**config.mk**
```make
export PLATFORM = sky130hd
export DESIGN_NAME = vec_mem_sequencer_flat
export DESIGN_NICKNAME = d
export VERILOG_FILES = /design/src/rtl/vec_mem_sequencer_if.sv /design/src/rtl/vec_mem_sequencer.sv /design/src/flat_wrapper.sv
export SDC_FILE = /design/constraint.sdc
export NUM_CORES = 1
export LEC_CHECK = 0
export CAP_MARGIN = 25
export CELL_PAD_IN_SITES_DETAIL_PLACEMENT = 1
export CELL_PAD_IN_SITES_GLOBAL_PLACEMENT = 2
export CORE_ASPECT_RATIO = 0.5
export CORE_MARGIN = 4
export CORE_UTILIZATION = 29
export DETAILED_ROUTE_END_ITERATION = 10
export GPL_TIMING_DRIVEN = 0
export PLACE_DENSITY = 0.83
export SLEW_MARGIN = 20
export SYNTH_ARGS = -nofsm -noshare
export SYNTH_HDL_FRONTEND = slang
export SYNTH_SLANG_ARGS = --single-unit
```
**constraint.sdc**
```tcl
create_clock -name clk -period 3.7 [get_ports clk]
set_input_delay 0.555 -clock clk [delete_from_list [all_inputs] [get_ports clk]]
set_output_delay 0.555 -clock clk [all_outputs]
set_load 0.005 [all_outputs]
```
**src/rtl/vec_mem_sequencer_if.sv**
```systemverilog
// Bundle between the vector memory sequencer, decode/control and the data memory port.
// The master modport is the sequencer side; slave is the decode plus memory side.
interface vec_mem_sequencer_if #(
  parameter int LANES  = 8,
  parameter int ELEM_W = 8,
  parameter int ADDR_W = 10
);
  logic                    cl_mem_st;
  logic [1:0]              cl_mem_op;
  logic [ADDR_W-1:0]       base_addr;
  logic [LANES*ELEM_W-1:0] vec_wdata;
  logic [ELEM_W-1:0]       esc_wdata;
  logic                    mem_rdy;
  logic [LANES*ELEM_W-1:0] vec_rdata;
  logic [ELEM_W-1:0]       esc_rdata;
  logic                    dmem_req;
  logic                    dmem_we;
  logic [ADDR_W-1:0]       dmem_addr;
  logic [ELEM_W-1:0]       dmem_wdata;
  logic [ELEM_W-1:0]       dmem_rdata;
  logic                    dmem_ack;

  modport master (
    input  cl_mem_st, cl_mem_op, base_addr, vec_wdata, esc_wdata, dmem_rdata, dmem_ack,
    output mem_rdy, vec_rdata, esc_rdata, dmem_req, dmem_we, dmem_addr, dmem_wdata
  );

  modport slave (
    output cl_mem_st, cl_mem_op, base_addr, vec_wdata, esc_wdata, dmem_rdata, dmem_ack,
    input  mem_rdy, vec_rdata, esc_rdata, dmem_req, dmem_we, dmem_addr, dmem_wdata
  );
endinterface

```
**src/rtl/vec_mem_sequencer.sv**
```systemverilog
// Sequences one vector (LANES elements) or scalar load/store over an element-wide memory port.
// All outputs are registered; mem_rdy stalls the pipeline while a transfer is in flight.
module vec_mem_sequencer #(
  parameter int LANES  = 8,
  parameter int ELEM_W = 8,
  parameter int ADDR_W = 10
) (
  input  logic                clk,
  input  logic                rst,
  vec_mem_sequencer_if.master bus
);
  localparam int IDX_W = (LANES > 1) ? $clog2(LANES) : 1;

  typedef enum logic [1:0] {IDLE, XFER, DONE} state_t;

  state_t                        r_state;
  logic [1:0]                    r_op;
  logic [ADDR_W-1:0]             r_base;
  logic [LANES-1:0][ELEM_W-1:0]  r_vecWdata;
  logic [ELEM_W-1:0]             r_escWdata;
  logic [IDX_W-1:0]              r_idx;
  logic                          r_memRdy;
  logic                          r_req;
  logic                          r_we;
  logic [ADDR_W-1:0]             r_addr;
  logic [ELEM_W-1:0]             r_wdata;
  logic [LANES-1:0][ELEM_W-1:0]  r_vecRdata;
  logic [ELEM_W-1:0]             r_escRdata;

  logic [LANES-1:0][ELEM_W-1:0]  w_startLanes;
  logic [ELEM_W-1:0]             w_startWdata;
  logic [IDX_W-1:0]              w_nextIdx;
  logic [ADDR_W-1:0]             w_nextAddr;
  logic [ELEM_W-1:0]             w_nextWdata;
  logic                          w_isLast;

  assign w_startLanes = bus.vec_wdata;

  // Next-element address/data are precomputed so the request can stay high back-to-back.
  always_comb begin
    w_nextIdx    = r_idx + IDX_W'(1);
    w_nextAddr   = r_base + ADDR_W'(w_nextIdx);
    w_nextWdata  = r_op[0] ? r_escWdata : r_vecWdata[w_nextIdx];
    w_startWdata = bus.cl_mem_op[0] ? bus.esc_wdata : w_startLanes[0];
    w_isLast     = r_op[0] ? (r_idx == '0) : (r_idx == IDX_W'(LANES - 1));
  end

  always_ff @(posedge clk) begin
    if (rst) begin
      r_state    <= IDLE;
      r_op       <= '0;
      r_base     <= '0;
      r_vecWdata <= '0;
      r_escWdata <= '0;
      r_idx      <= '0;
      r_memRdy   <= 1'b1;
      r_req      <= 1'b0;
      r_we       <= 1'b0;
      r_addr     <= '0;
      r_wdata    <= '0;
      r_vecRdata <= '0;
      r_escRdata <= '0;
    end else begin
      case (r_state)
        IDLE, DONE: begin
          if (bus.cl_mem_st) begin
            r_op       <= bus.cl_mem_op;
            r_base     <= bus.base_addr;
            r_vecWdata <= w_startLanes;
            r_escWdata <= bus.esc_wdata;
            r_idx      <= '0;
            r_state    <= XFER;
            r_memRdy   <= 1'b0;
            r_req      <= 1'b1;
            r_we       <= ~bus.cl_mem_op[1];
            r_addr     <= bus.base_addr;
            r_wdata    <= w_startWdata;
          end else if (r_state == DONE) begin
            r_state <= IDLE;
          end
        end
        XFER: begin
          // Address, direction and data hold until the memory acknowledges.
          if (bus.dmem_ack) begin
            if (r_op[1]) begin
              if (r_op[0]) r_escRdata <= bus.dmem_rdata;
              else         r_vecRdata[r_idx] <= bus.dmem_rdata;
            end
            if (w_isLast) begin
              r_state  <= DONE;
              r_req    <= 1'b0;
              r_memRdy <= 1'b1;
            end else begin
              r_idx   <= w_nextIdx;
              r_addr  <= w_nextAddr;
              r_wdata <= w_nextWdata;
            end
          end
        end
        default: begin
          r_state  <= IDLE;
          r_req    <= 1'b0;
          r_memRdy <= 1'b1;
        end
      endcase
    end
  end

  assign bus.mem_rdy    = r_memRdy;
  assign bus.dmem_req   = r_req;
  assign bus.dmem_we    = r_we;
  assign bus.dmem_addr  = r_addr;
  assign bus.dmem_wdata = r_wdata;
  assign bus.vec_rdata  = r_vecRdata;
  assign bus.esc_rdata  = r_escRdata;
endmodule

```
**src/flat_wrapper.sv**
```systemverilog
// flat-port wrapper written by rule: the top's interface ports become plain ports
module vec_mem_sequencer_flat 
#(
  parameter int LANES  = 8,
  parameter int ELEM_W = 8,
  parameter int ADDR_W = 10
)
  (clk, rst, bus_cl_mem_st, bus_cl_mem_op, bus_base_addr, bus_vec_wdata, bus_esc_wdata, bus_dmem_rdata, bus_dmem_ack, bus_mem_rdy, bus_vec_rdata, bus_esc_rdata, bus_dmem_req, bus_dmem_we, bus_dmem_addr, bus_dmem_wdata);
  vec_mem_sequencer_if #(.LANES(LANES), .ELEM_W(ELEM_W), .ADDR_W(ADDR_W)) bus_i ();
  input  logic clk;
  input  logic rst;
  input wire logic [$bits(bus_i.cl_mem_st)-1:0] bus_cl_mem_st;
  input wire logic [$bits(bus_i.cl_mem_op)-1:0] bus_cl_mem_op;
  input wire logic [$bits(bus_i.base_addr)-1:0] bus_base_addr;
  input wire logic [$bits(bus_i.vec_wdata)-1:0] bus_vec_wdata;
  input wire logic [$bits(bus_i.esc_wdata)-1:0] bus_esc_wdata;
  input wire logic [$bits(bus_i.dmem_rdata)-1:0] bus_dmem_rdata;
  input wire logic [$bits(bus_i.dmem_ack)-1:0] bus_dmem_ack;
  output wire logic [$bits(bus_i.mem_rdy)-1:0] bus_mem_rdy;
  output wire logic [$bits(bus_i.vec_rdata)-1:0] bus_vec_rdata;
  output wire logic [$bits(bus_i.esc_rdata)-1:0] bus_esc_rdata;
  output wire logic [$bits(bus_i.dmem_req)-1:0] bus_dmem_req;
  output wire logic [$bits(bus_i.dmem_we)-1:0] bus_dmem_we;
  output wire logic [$bits(bus_i.dmem_addr)-1:0] bus_dmem_addr;
  output wire logic [$bits(bus_i.dmem_wdata)-1:0] bus_dmem_wdata;
  assign bus_i.cl_mem_st = bus_cl_mem_st;
  assign bus_i.cl_mem_op = bus_cl_mem_op;
  assign bus_i.base_addr = bus_base_addr;
  assign bus_i.vec_wdata = bus_vec_wdata;
  assign bus_i.esc_wdata = bus_esc_wdata;
  assign bus_i.dmem_rdata = bus_dmem_rdata;
  assign bus_i.dmem_ack = bus_dmem_ack;
  assign bus_mem_rdy = bus_i.mem_rdy;
  assign bus_vec_rdata = bus_i.vec_rdata;
  assign bus_esc_rdata = bus_i.esc_rdata;
  assign bus_dmem_req = bus_i.dmem_req;
  assign bus_dmem_we = bus_i.dmem_we;
  assign bus_dmem_addr = bus_i.dmem_addr;
  assign bus_dmem_wdata = bus_i.dmem_wdata;
  vec_mem_sequencer #(.LANES(LANES), .ELEM_W(ELEM_W), .ADDR_W(ADDR_W)) u_core (.clk(clk), .rst(rst), .bus(bus_i));
endmodule
```
==> results.json, run 1 <==
{
  "status": "finished clean",
  "p_sw_w": 0.00117,
  "cpPeakStageDelay_ps": 500,
  "grt_busiest_layer": "met2",
  "seqPwrFrac": 0.450,
  "layout_min_cycle_time_ps": 3310,
  "leakagePower_nw": 3.81,
  "cts_buffers": 17,
  "syn_area_mm2": 0.00752,
  "slew_headroom": 0.378,
  "slew_violations": 0,
  "post_cts.repair.setup_buffers": 0,
  "drtIter0Drc": 375,
  "clock_latency_ps": 450,
  "sw_frac_of_total": 0.253,
  "cp_slowest_cell": "clkbuf_1",
  "fin_util": 0.410,
  "period_share": 0.894,
  "crit_arrival_ps": 3680,
  "cts_tree": "yes",
  "ant_nets": 0,
  "ys_seq_area_frac": 0.484,
  "critPathKind": "reg2reg",
  "die_h_um": 122,
  "globalRouteOverflowTotal": 0,
  "root_buffer": "clkbuf_16",
  "grtUsageMet3": 0.0473,
  "grt_use_met1": 0.229,
  "vdd_ir_drop_max_mv": 0.242,
  "pwr_density_cell_mw_per_mm2": 447,
  "hold_viol_final": 0,
  "yosys_warnings": 0,
  "drive_gt1_frac": 0.0686,
  "hp-class": "reg2reg",
  "syn2layout_area_growth_pct": 37.9,
  "max_cap_violations": 0,
  "syn_inst": 868,
  "multi_input_area_mm2": 0.00352,
  "register_area_mm2": 0.00364,
  "cts_max_path_buffers": 2,
  "synth-edff-count": 0,
  "design.core.area_mm2": 0.0253,
  "clock_power_share": 0.434,
  "skew_ps": 9.66,
  "grt_max_degree": 17,
  "setup_tns_ps": 0,
  "die_w_um": 236,
  "start_util": 0.297,
  "yosysUniqueCellTypes": 42,
  "antenna_found_initial": 0,
  "wirelength_mm": 27.0,
  "end_kind": "flip-flop",
  "clkSlewWorstSetupHoldPaths_ps": 70,
  "syn_area_per_cell_um2": 8.67,
  "whs_ps": 456,
  "diodes": 0,
  "gp_congestion": 0.802,
  "wire_per_inst_um": 19.0,
  "max_freq_mhz": 302,
  "dieArea_mm2": 0.0287,
  "crit_path_start_kind": "flip-flop",
  "rows": 41,
  "grt_use_total": 0.187,
  "grt_pass1_wl_mm": 41.5,
  "nets": 1168,
  "avgViaCountPerCell": 4.77,
  "intPower_w": 0.00347,
  "crit_fanout": 10,
  "first_pass_iters": 4,
  "holdPathStages": 2,
  "finalSetupViolations": 0,
  "drc_errors": 0,
  "ys_ff_latch": 182,
  "grt_util_met2": 0.335,
  "required_ps": 4070,
  "post-place-cells": 1390,
  "rr_endpoint": "u_core.bus.dmem_addr[8]",
  "rrSetupSlack_ps": 390,
  "min-delay-start": "u_core.r_vecWdata[59]",
  "nFillCells": 2954,
  "syn_nets": 971,
  "ys_async_sr_fraction": 0,
  "worstRegToRegCells": 10,
  "synth_ff_type": "dfxtp_1",
  "r2r-start": "u_core.r_idx[1]",
  "io_buffers": 178,
  "tightest_slew_ps": 924,
  "final_cells": 1422,
  "grt_pass1_vias": 7328,
  "whs_endpoint": "u_core.r_vecWdata[59]",
  "rsz0062_at_grt": "no",
  "top_level_ports": 189,
  "setup_ws_ps": 394,
  "num_vias": 6778,
  "holdBufCountCts": 0,
  "dp_slack_ps": 482,
  "cts_sinks": 182,
  "dp.final_hpwl_mm": 20.3,
  "cts_resized": 0,
  "htreeDepth": 4,
  "crit_chain": "inv_1, ha_1, clkbuf_1, inv_1, fa_1, nor2b_1, o2111ai_1, xor2_1, a211o_1, a21oi_1",
  "crit_top_cell": "inv_1",
  "combPwrFrac": 0.116
}
## layout make-up
cell class              count  area share
plain buffers              73      0.0298
clock inverters            11      0.0165
multi-input cells         599       0.339
well taps                 344      0.0415
clock buffers              21      0.0453
flip-flops and latches    182       0.351
repair buffers            178       0.172
inverters                  14     0.00506
## critical path, delay by kind of cell, from the launching register on
kind | cells | cell delay [ps]
AO/OA/AOI/OAI | 3 | 590
XOR/XNOR | 1 | 170
adder cells (fa/ha/maj) | 2 | 850
buffers and inverters | 3 | 860
flip-flops | 1 | 490
AND/OR/NAND/NOR | 1 | 270
## synth_stat cells (8+ instances only)
master / n / area share
inv_1: 14 / 0.0070
mux4_2: 8 / 0.024
a221oi_1: 16 / 0.019
dfxtp_1: 182 / 0.48
buf_2: 10 / 0.0067
a21oi_1: 103 / 0.069
mux2i_1: 80 / 0.11
mux2_2: 16 / 0.024
nor2_1: 106 / 0.053
nand2_1: 194 / 0.097
clkbuf_1: 54 / 0.027
nor3_1: 11 / 0.0073
## cell families (layout without fill, tap and decap cells)
| logic type | after synthesis | count (layout) | share of synthesized area |
|---|---|---|---|
| buffers and inverters | 87 | 297 | 0.0481 |
| multiplexers | 104 | 104 | 0.154 |
| XOR/XNOR | 7 | 7 | 0.00815 |
| flip-flops | 182 | 182 | 0.484 |
| AND/OR/NAND/NOR | 342 | 342 | 0.186 |
| AO/OA/AOI/OAI | 139 | 139 | 0.107 |
| adder cells (fa/ha/maj) | 7 | 7 | 0.0126 |
## power groups by stage
stage	Sequential (W)	Combinational, W	Clock [W]
floorplan	0.00212	0.000271	0
global placement	0.00213	0.000536	0
detailed placement	0.00213	0.000545	0
CTS	0.00209	0.000549	0.00206
global route	0.00210	0.000596	0.00213
finish	0.00209	0.000539	0.00201
## worst max path at each step
stage	to	cells after the start	start	slack, ps
after detailed placement	u_core.bus.dmem_addr[8]	10	u_core.r_idx[1]	480
after floorplan	u_core.bus.dmem_addr[8]	11	u_core.r_idx[0]	1130
after CTS	u_core.bus.dmem_addr[8]	10	u_core.r_idx[1]	450
after global placement	u_core.bus.dmem_addr[8]	10	u_core.r_idx[1]	500
after global routing	u_core.bus.dmem_addr[6]	10	u_core.r_idx[1]	220
final	u_core.bus.dmem_addr[8]	10	u_core.r_idx[1]	390
## placed cells by master, fill, tap and decap left out, drive strengths merged, types with 15 or more instances in the layout
cell,netlist,final
nand2,194,194
dfxtp,182,182
clkdlybuf4s50,0,178
nor2,108,108
a21oi,103,103
mux2i,80,80
clkbuf,54,75
buf,19,19
mux2,16,16
a221oi,16,16
inv,14,15
## per-layer routing
metal	wire length, um	up-vias	share of wire
met2	13500	109	0.50
met1	12000	3351	0.45
met5	0	-	0
met4	259	0	0.0096
met3	1180	16	0.044
li1	-	3302	-
## metrics by stage
stage	power [W]	area (um2)
2_1_floorplan	0.00239	7520
3_3_place_gp	0.00267	9740
3_5_place_dp	0.00268	9740
4_1_cts	0.00470	10400
5_1_grt	0.00482	10400
6_report	0.00464	10400
## state kept, by name, summed over array words and instances (netlist names)
register and count:
u_core.bus.vec_rdata 64, u_core.r_vecWdata 64, u_core.bus.dmem_addr 10, u_core.r_base 10, u_core.bus.dmem_wdata 8, u_core.bus.esc_rdata 8
u_core.r_escWdata 8, u_core.r_idx 3, u_core.r_op 2, u_core.r_state 2, u_core.bus.dmem_req 1, u_core.bus.dmem_we 1
u_core.bus.mem_rdy 1
Power figures use the tool's default switching activity.
==> run 2: changes to the inputs <==
Settings changed: CORE_UTILIZATION 29 to 31, PLACE_DENSITY 0.83 to 0.88.
Clock period 3.7 ns to 4.3 ns, I/O delays scaled along.
==> run 2 against run 1 <==
Net effect:
- non-clock buffer count unchanged
- sequential power down 14%
- worst setup slack better by 680 ps
- register-to-register slack better by 680 ps
- sequential share of layout area up 0.34 points
==> results.json, run 2 (synthesized netlist as in run 1, its figures left out) <==
{
  "status": "finished clean",
  "max_cap_violations": 0,
  "ant_nets": 0,
  "holdBufCountCts": 0,
  "htreeDepth": 4,
  "die_w_um": 228,
  "nFillCells": 2712,
  "wirelength_mm": 26.9,
  "tightest_slew_ps": 844,
  "first_pass_iters": 4,
  "syn2layout_area_growth_pct": 36.6,
  "holdPathStages": 2,
  "avgViaCountPerCell": 4.94,
  "dp_slack_ps": 1120,
  "crit_arrival_ps": 3600,
  "hp-class": "reg2reg",
  "r2r-start": "u_core.r_idx[1]",
  "root_buffer": "clkbuf_16",
  "slew_headroom": 0.432,
  "skew_ps": 12.6,
  "rrSetupSlack_ps": 1070,
  "io_buffers": 178,
  "final_common_cell": "nand2_1",
  "globalRouteOverflowTotal": 0,
  "gp_congestion": 0.837,
  "dp.final_hpwl_mm": 20.1,
  "crit_fanout": 10,
  "slew_violations": 0,
  "clkSlewWorstSetupHoldPaths_ps": 70,
  "top_level_ports": 189,
  "rows": 39,
  "min-delay-start": "u_core.r_vecWdata[27]",
  "dieArea_mm2": 0.0270,
  "nets": 1168,
  "max_freq_mhz": 310,
  "setup_ws_ps": 1070,
  "drc_errors": 0,
  "diodes": 0,
  "hold_viol_final": 0,
  "grt_pass1_vias": 7432,
  "cts_tree": "yes",
  "wire_per_inst_um": 19.4,
  "grt_use_total": 0.198,
  "dpl_cell_area_mm2": 0.00969,
  "end_kind": "flip-flop",
  "pwr_density_cell_mw_per_mm2": 374,
  "crit_path_start_kind": "flip-flop",
  "critPathKind": "reg2reg",
  "worstRegToRegCells": 10,
  "drtIter0Drc": 336,
  "layout_min_cycle_time_ps": 3230,
  "setup_tns_ps": 0,
  "post_cts.repair.setup_buffers": 0,
  "rr_endpoint": "u_core.bus.dmem_addr[8]",
  "die_h_um": 118,
  "cts_resized": 0,
  "clock_latency_ps": 450,
  "rsz0062_at_grt": "no",
  "final_cell_mix": "nand2_1 (194), dfxtp_1 (182), clkdlybuf4s50_1 (178), nor2_1 (106), a21oi_1 (103)",
  "grt_max_degree": 17,
  "post-place-cells": 1353,
  "whs_ps": 454,
  "drive_gt1_frac": 0.0687,
  "cts_buffers": 17,
  "grt_pass1_wl_mm": 42.0,
  "design.core.area_mm2": 0.0233,
  "whs_endpoint": "u_core.r_vecWdata[27]",
  "design_area_mm2": 0.0103,
  "cts_sinks": 182,
  "num_vias": 6836,
  "final_cells": 1384,
  "vdd_ir_drop_max_mv": 0.269,
  "start_util": 0.323,
  "leakagePower_nw": 3.79,
  "cts_max_path_buffers": 2,
  "required_ps": 4670,
  "finalSetupViolations": 0,
  "antenna_found_initial": 0,
  "period_share": 0.750
}
[run 2: changes by cell type in the layout (fill, tap and decap cells not counted)]
cell / change
clkinv_2: +2
bufinv_16: -3
clkbuf_8: +4
clkinvlp_4: -1
clkinv_4: -2
clkbuf_1: -1
[run 2: layout make-up]
class	count	area, um2	share of cell area
well taps	307	384	0.0374
flip-flops and latches	182	3640	0.354
repair buffers	178	1780	0.173
clock buffers	24	522	0.0508
multi-input cells	599	3520	0.342
plain buffers	73	309	0.0301
clock inverters	7	66.3	0.00645
inverters	14	52.6	0.00511
[run 2: how the worst max path moves through the flow]
stage,depth (start not counted),to,from
after global routing,10,u_core.bus.dmem_addr[8],u_core.r_idx[1]
after CTS,10,u_core.bus.dmem_addr[8],u_core.r_idx[1]
final,10,u_core.bus.dmem_addr[8],u_core.r_idx[1]
after detailed placement,10,u_core.bus.dmem_addr[8],u_core.r_idx[1]
after floorplan,11,u_core.bus.dmem_addr[8],u_core.r_idx[0]
after global placement,10,u_core.bus.dmem_addr[8],u_core.r_idx[1]
[run 2: worst max-delay path, stage by stage, from the launching register on]
cell	delay (ps)
dfxtp_1	480
inv_1	200
ha_1	410
clkbuf_1	460
inv_1	130
fa_1	430
nor2b_1	270
o2111ai_1	170
xor2_1	170
a211o_1	300
a21oi_1	130
[run 2: layer usage]
layer  track usage  up-vias  wire length, um
met5             0        -                0
met4        0.0584        0              337
met3        0.0553       19             1290
met2         0.341      124            13300
met1         0.245     3392            12000
li1              -     3301                -
[run 2: metrics by stage]
| step | total power [W] | util |
|---|---|---|
| final | 0.00385 | 0.441 |
| after global routing | 0.00401 | 0.441 |
| after CTS | 0.00389 | 0.441 |
| after detailed placement | 0.00230 | 0.415 |
| after global placement | 0.00229 | 0.415 |
| after floorplan | 0.00206 | - |
[run 2: power breakdown]
| group | total (W) | switching [W] | internal [W] |
|---|---|---|---|
| registers | 0.00180 | 0.0000431 | 0.00176 |
| clock network | 0.00158 | 0.000680 | 0.000901 |
| logic | 0.000465 | 0.000256 | 0.000209 |
